### config.mk
export PLATFORM = sky130hd
export DESIGN_NAME = bilinear_scaler_wide_gen
export DESIGN_NICKNAME = d
export VERILOG_FILES = /design/src/rtl/bilinear_scaler_wide_gen.sv
export SDC_FILE = /design/constraint.sdc
export NUM_CORES = 2
export LEC_CHECK = 0
export ABC_CLOCK_PERIOD_IN_PS = 18300
export CORE_MARGIN = 2
export CORE_UTILIZATION = 45
export CTS_CLUSTER_SIZE = 12
export DETAILED_ROUTE_END_ITERATION = 8
export GPL_TIMING_DRIVEN = 0
export SYNTH_ARGS = -nofsm -noshare
export SYNTH_HDL_FRONTEND = slang
export SYNTH_SLANG_ARGS = --single-unit
### constraint.sdc
create_clock -name clk -period 18.3 [get_ports clk]
set_input_delay 4.575 -clock clk [delete_from_list [all_inputs] [get_ports clk]]
set_output_delay 4.575 -clock clk [all_outputs]
set_load 0.005 [all_outputs]
### src/rtl/bilinear_scaler_wide_gen.sv
// Sequential Q8.8 bilinear scaler over a LANES-wide packed source RAM.
// Define BILIN_PERF_CNT_EN to build the read/transfer/stall counters.
module bilinear_scaler_wide_gen #(
    parameter int AW    = 10,
    parameter int LANES = 4,
    parameter int PAW   = AW + $clog2(LANES)
) (
    input  logic               clk,
    input  logic               rst_n,
    input  logic               start,
    input  logic               i_abort,
    input  logic               i_step_en,
    input  logic               i_step_pulse,
    input  logic [15:0]        i_in_w,
    input  logic [15:0]        i_in_h,
    input  logic [15:0]        i_out_w,
    input  logic [15:0]        i_out_h,
    input  logic [15:0]        i_step_x_q88,
    input  logic [15:0]        i_step_y_q88,
    output logic               busy,
    output logic               done,
    output logic               err,
    output logic [AW-1:0]      rd_addr0,
    input  logic [LANES*8-1:0] rd_data0,
    output logic [AW-1:0]      rd_addr1,
    input  logic [LANES*8-1:0] rd_data1,
    output logic               out_valid,
    input  logic               out_ready,
    output logic [PAW-1:0]     out_addr,
    output logic [7:0]         out_data,
    output logic [31:0]        o_rd_words,
    output logic [31:0]        o_wr_pix,
    output logic [31:0]        o_stall_cyc
);
    localparam int LW = $clog2(LANES);
    localparam int PW = AW + LW;

    typedef enum logic [3:0] {
        S_IDLE, S_CFG, S_FETCH0, S_CAP0, S_FETCH1, S_CAP1,
        S_CALC, S_OUT, S_STEP, S_ADV, S_DONE
    } state_t;

    state_t         r_state;
    logic [15:0]    r_in_w, r_in_h, r_out_w, r_out_h;
    logic [15:0]    r_step_x, r_step_y;
    logic           r_step_en;
    logic [23:0]    r_sx, r_sy;
    logic [15:0]    r_ox, r_oy;
    logic [7:0]     r_tl, r_tr, r_bl, r_br;
    logic           r_busy, r_done, r_err, r_out_valid;
    logic [PAW-1:0] r_out_addr;
    logic [7:0]     r_out_data;

    logic           w_bad;
    logic [15:0]    w_xraw, w_yraw, w_xi, w_yi;
    logic           w_xclp, w_yclp;
    logic [7:0]     w_fx, w_fy;
    logic [PW-1:0]  w_p0, w_p1;
    logic [LW-1:0]  w_lane0, w_lane1, w_nl0, w_nl1;
    logic [AW-1:0]  w_word0, w_word1;
    logic           w_str0, w_str1;
    logic [16:0]    w_top, w_bot;
    logic [25:0]    w_acc;
    logic [7:0]     w_pix;
    logic [PAW-1:0] w_oaddr;
    logic           w_last_x, w_last_y;

    assign w_bad = (i_in_w < 16'd2) || (i_in_h < 16'd2) ||
                   (i_out_w == 16'd0) || (i_out_h == 16'd0);

    // Clamp keeps the 2x2 window inside the image; fraction pins to the right/bottom tap.
    assign w_xraw = r_sx[23:8];
    assign w_yraw = r_sy[23:8];
    assign w_xclp = w_xraw >= r_in_w - 16'd1;
    assign w_yclp = w_yraw >= r_in_h - 16'd1;
    assign w_xi   = w_xclp ? r_in_w - 16'd2 : w_xraw;
    assign w_yi   = w_yclp ? r_in_h - 16'd2 : w_yraw;
    assign w_fx   = w_xclp ? 8'hFF : r_sx[7:0];
    assign w_fy   = w_yclp ? 8'hFF : r_sy[7:0];

    assign w_p0    = PW'(w_yi * r_in_w + w_xi);
    assign w_p1    = w_p0 + PW'(r_in_w);
    assign w_lane0 = w_p0[LW-1:0];
    assign w_lane1 = w_p1[LW-1:0];
    assign w_word0 = w_p0[PW-1:LW];
    assign w_word1 = w_p1[PW-1:LW];
    assign w_str0  = &w_lane0;
    assign w_str1  = &w_lane1;
    assign w_nl0   = w_lane0 + LW'(1);
    assign w_nl1   = w_lane1 + LW'(1);

    assign rd_addr0 = (r_state == S_FETCH1 && w_str0) ? w_word0 + AW'(1) : w_word0;
    assign rd_addr1 = (r_state == S_FETCH1 && w_str1) ? w_word1 + AW'(1) : w_word1;

    assign w_top = 17'(r_tl) * (17'd256 - 17'(w_fx)) + 17'(r_tr) * 17'(w_fx);
    assign w_bot = 17'(r_bl) * (17'd256 - 17'(w_fx)) + 17'(r_br) * 17'(w_fx);
    assign w_acc = 26'(w_top) * (26'd256 - 26'(w_fy)) +
                   26'(w_bot) * 26'(w_fy) + 26'd32768;
    assign w_pix = (w_acc[25:16] > 10'd255) ? 8'hFF : w_acc[23:16];

    assign w_oaddr  = PAW'(r_oy * r_out_w + r_ox);
    assign w_last_x = (r_ox == r_out_w - 16'd1);
    assign w_last_y = (r_oy == r_out_h - 16'd1);

    always_ff @(posedge clk or negedge rst_n) begin
        if (!rst_n) begin
            r_state     <= S_IDLE;
            r_in_w      <= '0;
            r_in_h      <= '0;
            r_out_w     <= '0;
            r_out_h     <= '0;
            r_step_x    <= '0;
            r_step_y    <= '0;
            r_step_en   <= 1'b0;
            r_sx        <= '0;
            r_sy        <= '0;
            r_ox        <= '0;
            r_oy        <= '0;
            r_tl        <= '0;
            r_tr        <= '0;
            r_bl        <= '0;
            r_br        <= '0;
            r_busy      <= 1'b0;
            r_done      <= 1'b0;
            r_err       <= 1'b0;
            r_out_valid <= 1'b0;
            r_out_addr  <= '0;
            r_out_data  <= '0;
        end else begin
            r_done <= 1'b0;
            if (r_state != S_IDLE && i_abort) begin
                r_state     <= S_IDLE;
                r_busy      <= 1'b0;
                r_out_valid <= 1'b0;
            end else begin
                unique case (r_state)
                    S_IDLE: begin
                        if (start) begin
                            r_in_w    <= i_in_w;
                            r_in_h    <= i_in_h;
                            r_out_w   <= i_out_w;
                            r_out_h   <= i_out_h;
                            r_step_x  <= i_step_x_q88;
                            r_step_y  <= i_step_y_q88;
                            r_step_en <= i_step_en;
                            r_err     <= w_bad;
                            if (w_bad) begin
                                r_done <= 1'b1;
                            end else begin
                                r_busy  <= 1'b1;
                                r_state <= S_CFG;
                            end
                        end
                    end
                    S_CFG: begin
                        r_sx    <= '0;
                        r_sy    <= '0;
                        r_ox    <= '0;
                        r_oy    <= '0;
                        r_state <= S_FETCH0;
                    end
                    S_FETCH0: r_state <= S_CAP0;
                    S_CAP0: begin
                        r_tl    <= rd_data0[w_lane0*8 +: 8];
                        r_bl    <= rd_data1[w_lane1*8 +: 8];
                        r_tr    <= rd_data0[w_nl0*8 +: 8];
                        r_br    <= rd_data1[w_nl1*8 +: 8];
                        r_state <= (w_str0 || w_str1) ? S_FETCH1 : S_CALC;
                    end
                    S_FETCH1: r_state <= S_CAP1;
                    S_CAP1: begin
                        if (w_str0) r_tr <= rd_data0[7:0];
                        if (w_str1) r_br <= rd_data1[7:0];
                        r_state <= S_CALC;
                    end
                    S_CALC: begin
                        r_out_data  <= w_pix;
                        r_out_addr  <= w_oaddr;
                        r_out_valid <= 1'b1;
                        r_state     <= S_OUT;
                    end
                    S_OUT: begin
                        if (out_ready) begin
                            r_out_valid <= 1'b0;
                            r_state     <= r_step_en ? S_STEP : S_ADV;
                        end
                    end
                    S_STEP: if (i_step_pulse) r_state <= S_ADV;
                    S_ADV: begin
                        if (!w_last_x) begin
                            r_ox    <= r_ox + 16'd1;
                            r_sx    <= r_sx + 24'(r_step_x);
                            r_state <= S_FETCH0;
                        end else if (!w_last_y) begin
                            r_ox    <= '0;
                            r_oy    <= r_oy + 16'd1;
                            r_sx    <= '0;
                            r_sy    <= r_sy + 24'(r_step_y);
                            r_state <= S_FETCH0;
                        end else begin
                            r_busy  <= 1'b0;
                            r_done  <= 1'b1;
                            r_state <= S_DONE;
                        end
                    end
                    S_DONE: r_state <= S_IDLE;
                    default: r_state <= S_IDLE;
                endcase
            end
        end
    end

    assign busy      = r_busy;
    assign done      = r_done;
    assign err       = r_err;
    assign out_valid = r_out_valid;
    assign out_addr  = r_out_addr;
    assign out_data  = r_out_data;

`ifdef BILIN_PERF_CNT_EN
    logic [31:0] r_rd_words, r_wr_pix, r_stall_cyc;
    logic        w_go;

    assign w_go = (r_state == S_IDLE) && start && !w_bad;

    always_ff @(posedge clk or negedge rst_n) begin
        if (!rst_n) begin
            r_rd_words  <= '0;
            r_wr_pix    <= '0;
            r_stall_cyc <= '0;
        end else if (w_go) begin
            r_rd_words  <= '0;
            r_wr_pix    <= '0;
            r_stall_cyc <= '0;
        end else begin
            if (!i_abort && r_state == S_FETCH0)
                r_rd_words <= r_rd_words + 32'd2;
            else if (!i_abort && r_state == S_FETCH1)
                r_rd_words <= r_rd_words + 32'(w_str0) + 32'(w_str1);
            if (!i_abort && r_state == S_OUT && r_out_valid && out_ready)
                r_wr_pix <= r_wr_pix + 32'd1;
            if (r_out_valid && !out_ready)
                r_stall_cyc <= r_stall_cyc + 32'd1;
        end
    end

    assign o_rd_words  = r_rd_words;
    assign o_wr_pix    = r_wr_pix;
    assign o_stall_cyc = r_stall_cyc;
`else
    assign o_rd_words  = '0;
    assign o_wr_pix    = '0;
    assign o_stall_cyc = '0;
`endif

endmodule

==> out/qor.txt <==
===========================================================================================
Crit path buf inv count ......................................................           11
Total of flip-flops plus latches after synthesis .............................          237
Synth top area cells ......................................................... sky130_fd_sc_hd__fa_1 (27%), sky130_fd_sc_hd__dfrtp_1 (15%), sky130_fd_sc_hd__ha_1 (13%), sky130_fd_sc_hd__inv_1 (7.2%), sky130_fd_sc_hd__nand2_1 (4.7%)
Cell with the most instances after synthesis ................................. sky130_fd_sc_hd__inv_1
Predominant post-synthesis flop cell ......................................... sky130_fd_sc_hd__dfrtp_1
Remaining global-route overflow ..............................................            0
Final-layout worst hold slack ................................................     0.473 ns
Final setup fails ............................................................            0
Post-synthesis async set-or-reset flop share .................................         100%
Number of buffers inserted to repair setup after CTS .........................            0
Endpoint class of the critical path ..........................................    flip-flop
Maximum frequency from static timing analysis ................................   0.0574 GHz
Most frequent cell on the critical path ...................................... sky130_fd_sc_hd__fa_1
Final Routed Wirelength ......................................................    113000 µm
Gp weighted congestion .......................................................        0.927
Total via count in the routed design .........................................        31700
Pin count of the biggest net entering global routing .........................          106
Unique masters post-synth ....................................................           88
Leakage power figure .........................................................    0.0224 µW
Grt peak-use layer ...........................................................         met2
Number of antenna violations at the first check in global routing ............            1
Area growth from synthesis to final layout ...................................        12.5%
Outcome ......................................................................    completed
Netlist Area Pre-Place .......................................................   0.0402 mm²
Clock insertion delay at the later pin of the skew report ....................      0.60 ns
Area share of the largest cell type after synthesis ..........................        27.0%
Count of maximum capacitance violations ......................................            0
Routed vias/inst .............................................................         5.24
Initial Utilization ..........................................................        45.5%
Data required time of the worst path .........................................     18.73 ns
Cell count of the worst hold path ............................................            2
Terminating pin of the worst hold path ....................................... out_addr[2]$_DFFE_PN0P_
TritonCTS Buffers ............................................................           28
CTS tree .....................................................................         done
Post-synth EDFFs .............................................................            0
Nets .........................................................................         5969
Type of origin of the critical path ..........................................    flip-flop
Rel. slew slack ..............................................................        23.6%
Maximum clock path buffer count ..............................................            3
CTS clock-pin slew for the worst setup and hold paths ........................      0.06 ns
Startpoint of the tightest hold check path ................................... out_addr[2]$_DFFE_PN0P_
Reg2Reg Depth ................................................................           58
Number of warnings printed during yosys synthesis ............................            0
Total I/O pin count ..........................................................          307
Number of design-rule violations left by the first detailed-router iteration .         1966
Family with the most delay on the worst path .................................  adder cells
Gate count of the mapped netlist .............................................         4518
Vias in the first global route ...............................................        32400
Worst reg2reg path startpoint ................................................ r_in_w[1]$_DFFE_PN0P_
Worst r2r dst ................................................................ out_data[4]$_DFFE_PN0P_
First-pass GRT wire length ...................................................    180000 µm
Post-synthesis area per instance .............................................     8.91 µm²
Die height ...................................................................       303 µm
Standard-cell rows ...........................................................          109
Layout cell share with drive strength beyond 1 ...............................        6.91%
Maximum VDD drop .............................................................    0.0796 mV
WP data arrival ..............................................................     17.86 ns
CP max stage cell ............................................................ sky130_fd_sc_hd__or4bb_1
Number of buffers inserted by hold repair at cts .............................            0
DRC ..........................................................................            0
Total negative setup slack ...................................................         0 ns
Placeable Area ...............................................................   0.0885 mm²
Number of antenna-violating nets in the routed design ........................            0
DIE WIDTH ....................................................................       303 µm
Final cycle utilization of the critical path .................................        95.2%
Largest fanout on the critical path ..........................................           10
Power density cells ..........................................................   117 mW/mm²
Port bufs ....................................................................          210
Die area .....................................................................   0.0918 mm²
FF-to-FF setup slack .........................................................      0.87 ns
Sinks on the clock net .......................................................          237
Max stage delay on crit path .................................................      0.56 ns
Critical path class ..........................................................   reg -> reg
CTS H-tree lvls ..............................................................            1
Met1 Track Usage GR ..........................................................        33.6%
Global-route total usage across every layer ..................................        25.1%
Clk_skew .....................................................................    0.0289 ns
Period minus WS final ........................................................     17.43 ns
Met3 layer usage reported by global route ....................................        2.72%
First-pass iteration count of the detailed router ............................            5
Most used standard cells in the synthesized netlist .......................... sky130_fd_sc_hd__inv_1 (770), sky130_fd_sc_hd__fa_1 (542), sky130_fd_sc_hd__nand2_1 (504)
Clock root buffer master ..................................................... sky130_fd_sc_hd__clkbuf_16
Post-synth top area cell ..................................................... sky130_fd_sc_hd__fa_1
Tightest Pin Transition ......................................................      1.14 ns
Class of the worst hold path .................................................   reg -> reg
Final Hold Violating Endpoints ...............................................            0
Placed wire-length estimate ..................................................     95400 µm
Routed wire per std cell .....................................................      18.8 µm
Met2 GRT Util ................................................................        43.1%
Diodes inserted ..............................................................            0
Slew Limit Fails .............................................................            0
Sequential share of the synthesized area .....................................        14.7%
===========================================================================================
-- worst reg2reg max path, delay by kind of cell, from the launching register on --
family	cells	cell delay, ns
fa+ha+maj	17	7.68
simple gates	16	4.16
compound gates	11	2.37
buf+inv	11	1.87
flops	1	0.45
mux	1	0.42
xor+xnor	2	0.34
-- worst max path at each step --
| stage | startpoint | endpoint | slack, ns | cells after the start |
|---|---|---|---|---|
| 2_1_floorplan | r_in_w[1]$_DFFE_PN0P_ | out_data[0]$_DFFE_PN0P_ | 3.38 | 58 |
| 3_3_place_gp | r_in_w[1]$_DFFE_PN0P_ | out_data[6]$_DFFE_PN0P_ | -0.51 | 60 |
| 3_5_place_dp | r_in_w[1]$_DFFE_PN0P_ | out_data[5]$_DFFE_PN0P_ | -0.51 | 60 |
| 4_1_cts | r_in_w[1]$_DFFE_PN0P_ | out_data[5]$_DFFE_PN0P_ | 0.07 | 61 |
| 5_1_grt | r_in_w[1]$_DFFE_PN0P_ | out_data[3]$_DFFE_PN0P_ | -0.06 | 58 |
| 6_report | r_in_w[1]$_DFFE_PN0P_ | out_data[4]$_DFFE_PN0P_ | 0.87 | 58 |
-- metrics by stage --
step | utilization, % | worst slack, ns | instances | power (µW) | cell area [µm²]
floorplan | - | 3.38 | 4613 | 3510 | 40600
global route | 51.2 | -0.0594 | 6040 | 5830 | 45300
global placement | 49.9 | -0.515 | 5988 | 4660 | 44200
CTS | 51.1 | 0.0725 | 6041 | 5330 | 45200
finish | 51.2 | 0.874 | 6040 | 5290 | 45300
detailed placement | 50.0 | -0.512 | 5992 | 4710 | 44300
-- sequential cells by signal (all words and copies together), names as in the netlist --
| register | count |
|---|---|
| r_out_w | 16 |
| r_in_h | 16 |
| r_ox | 16 |
| r_step_y | 16 |
| r_sy | 24 |
| r_step_en | 1 |
| done | 1 |
| r_bl | 8 |
| r_oy | 16 |
| out_data | 8 |
| r_out_h | 16 |
| r_in_w | 16 |
| out_addr | 12 |
| r_tl | 8 |
| busy | 1 |
| r_state | 4 |
| r_sx | 24 |
| r_br | 8 |
| r_tr | 8 |
| r_step_x | 16 |
| err | 1 |
| out_valid | 1 |
-- cells by family after synthesis --
| family | Yosys count | synth area share [%] |
|---|---|---|
| compound gates | 432 | 6.80 |
| xor+xnor | 270 | 5.98 |
| fa+ha+maj | 946 | 39.5 |
| buf+inv | 1047 | 10.7 |
| flops | 237 | 14.7 |
| mux | 150 | 4.60 |
| other cells | 1 | 0.00932 |
| simple gates | 1435 | 17.6 |
-- area by class of cell --
cell class | count | area, µm²
tap | 1165 | 1460
multi-input combinational | 3329 | 30400
fill | 8522 | 43200
inverter | 771 | 2890
clock inverter | 13 | 178
clock buffer | 36 | 771
timing repair buffer | 214 | 2180
sequential | 237 | 5930
buffer | 275 | 1430
-- per-layer routing --
layer | routed length (µm) | up-vias
met1 | 48200 | 15800
li1 | - | 14800
met5 | 0 | -
met2 | 55700 | 864
met4 | 3490 | 0
met3 | 5980 | 170
-- layout by cell type, fill, tap and decap left out, types with 27 or more instances in the layout --
master,netlist,layout
sky130_fd_sc_hd__and2_1,268,268
sky130_fd_sc_hd__clkbuf_16,0,28
sky130_fd_sc_hd__or3_1,27,27
sky130_fd_sc_hd__nand2_1,504,504
sky130_fd_sc_hd__nor3_1,79,78
sky130_fd_sc_hd__conb_1,1,96
sky130_fd_sc_hd__nor2_1,251,248
sky130_fd_sc_hd__a21o_1,43,43
sky130_fd_sc_hd__xor2_1,73,72
sky130_fd_sc_hd__nor4_1,38,37
sky130_fd_sc_hd__inv_1,770,770
sky130_fd_sc_hd__a21oi_1,102,101
sky130_fd_sc_hd__and3_1,28,28
sky130_fd_sc_hd__nor2b_1,31,31
sky130_fd_sc_hd__o21ai_0,86,86
sky130_fd_sc_hd__o21ai_1,28,28
sky130_fd_sc_hd__nand2b_1,53,53
sky130_fd_sc_hd__dfrtp_1,237,237
sky130_fd_sc_hd__o31ai_1,34,34
sky130_fd_sc_hd__mux2_2,108,108
sky130_fd_sc_hd__xnor2_1,194,192
sky130_fd_sc_hd__fa_1,542,542
sky130_fd_sc_hd__clkdlybuf4s50_1,0,209
sky130_fd_sc_hd__nand3_1,59,59
sky130_fd_sc_hd__clkbuf_1,141,140
sky130_fd_sc_hd__ha_1,404,404
sky130_fd_sc_hd__buf_4,96,97
-- power by group --
group          total (µW)  leakage [µW]  switching (µW)  internal [µW]
Sequential            896       0.00300             198            699
Clock                 584      0.000467             243            341
Combinational        3810        0.0189            2290           1520
Total                5290        0.0224            2740           2560
-- what timing repair did --
item / CTS / global route
gates cloned: 0 / 0
endpoints found under the setup margin: 8 / 8
resized for setup: 4 / 16
hold endpoints to repair: 0 / 0
Note: power is estimated with default switching activity, not from simulation.
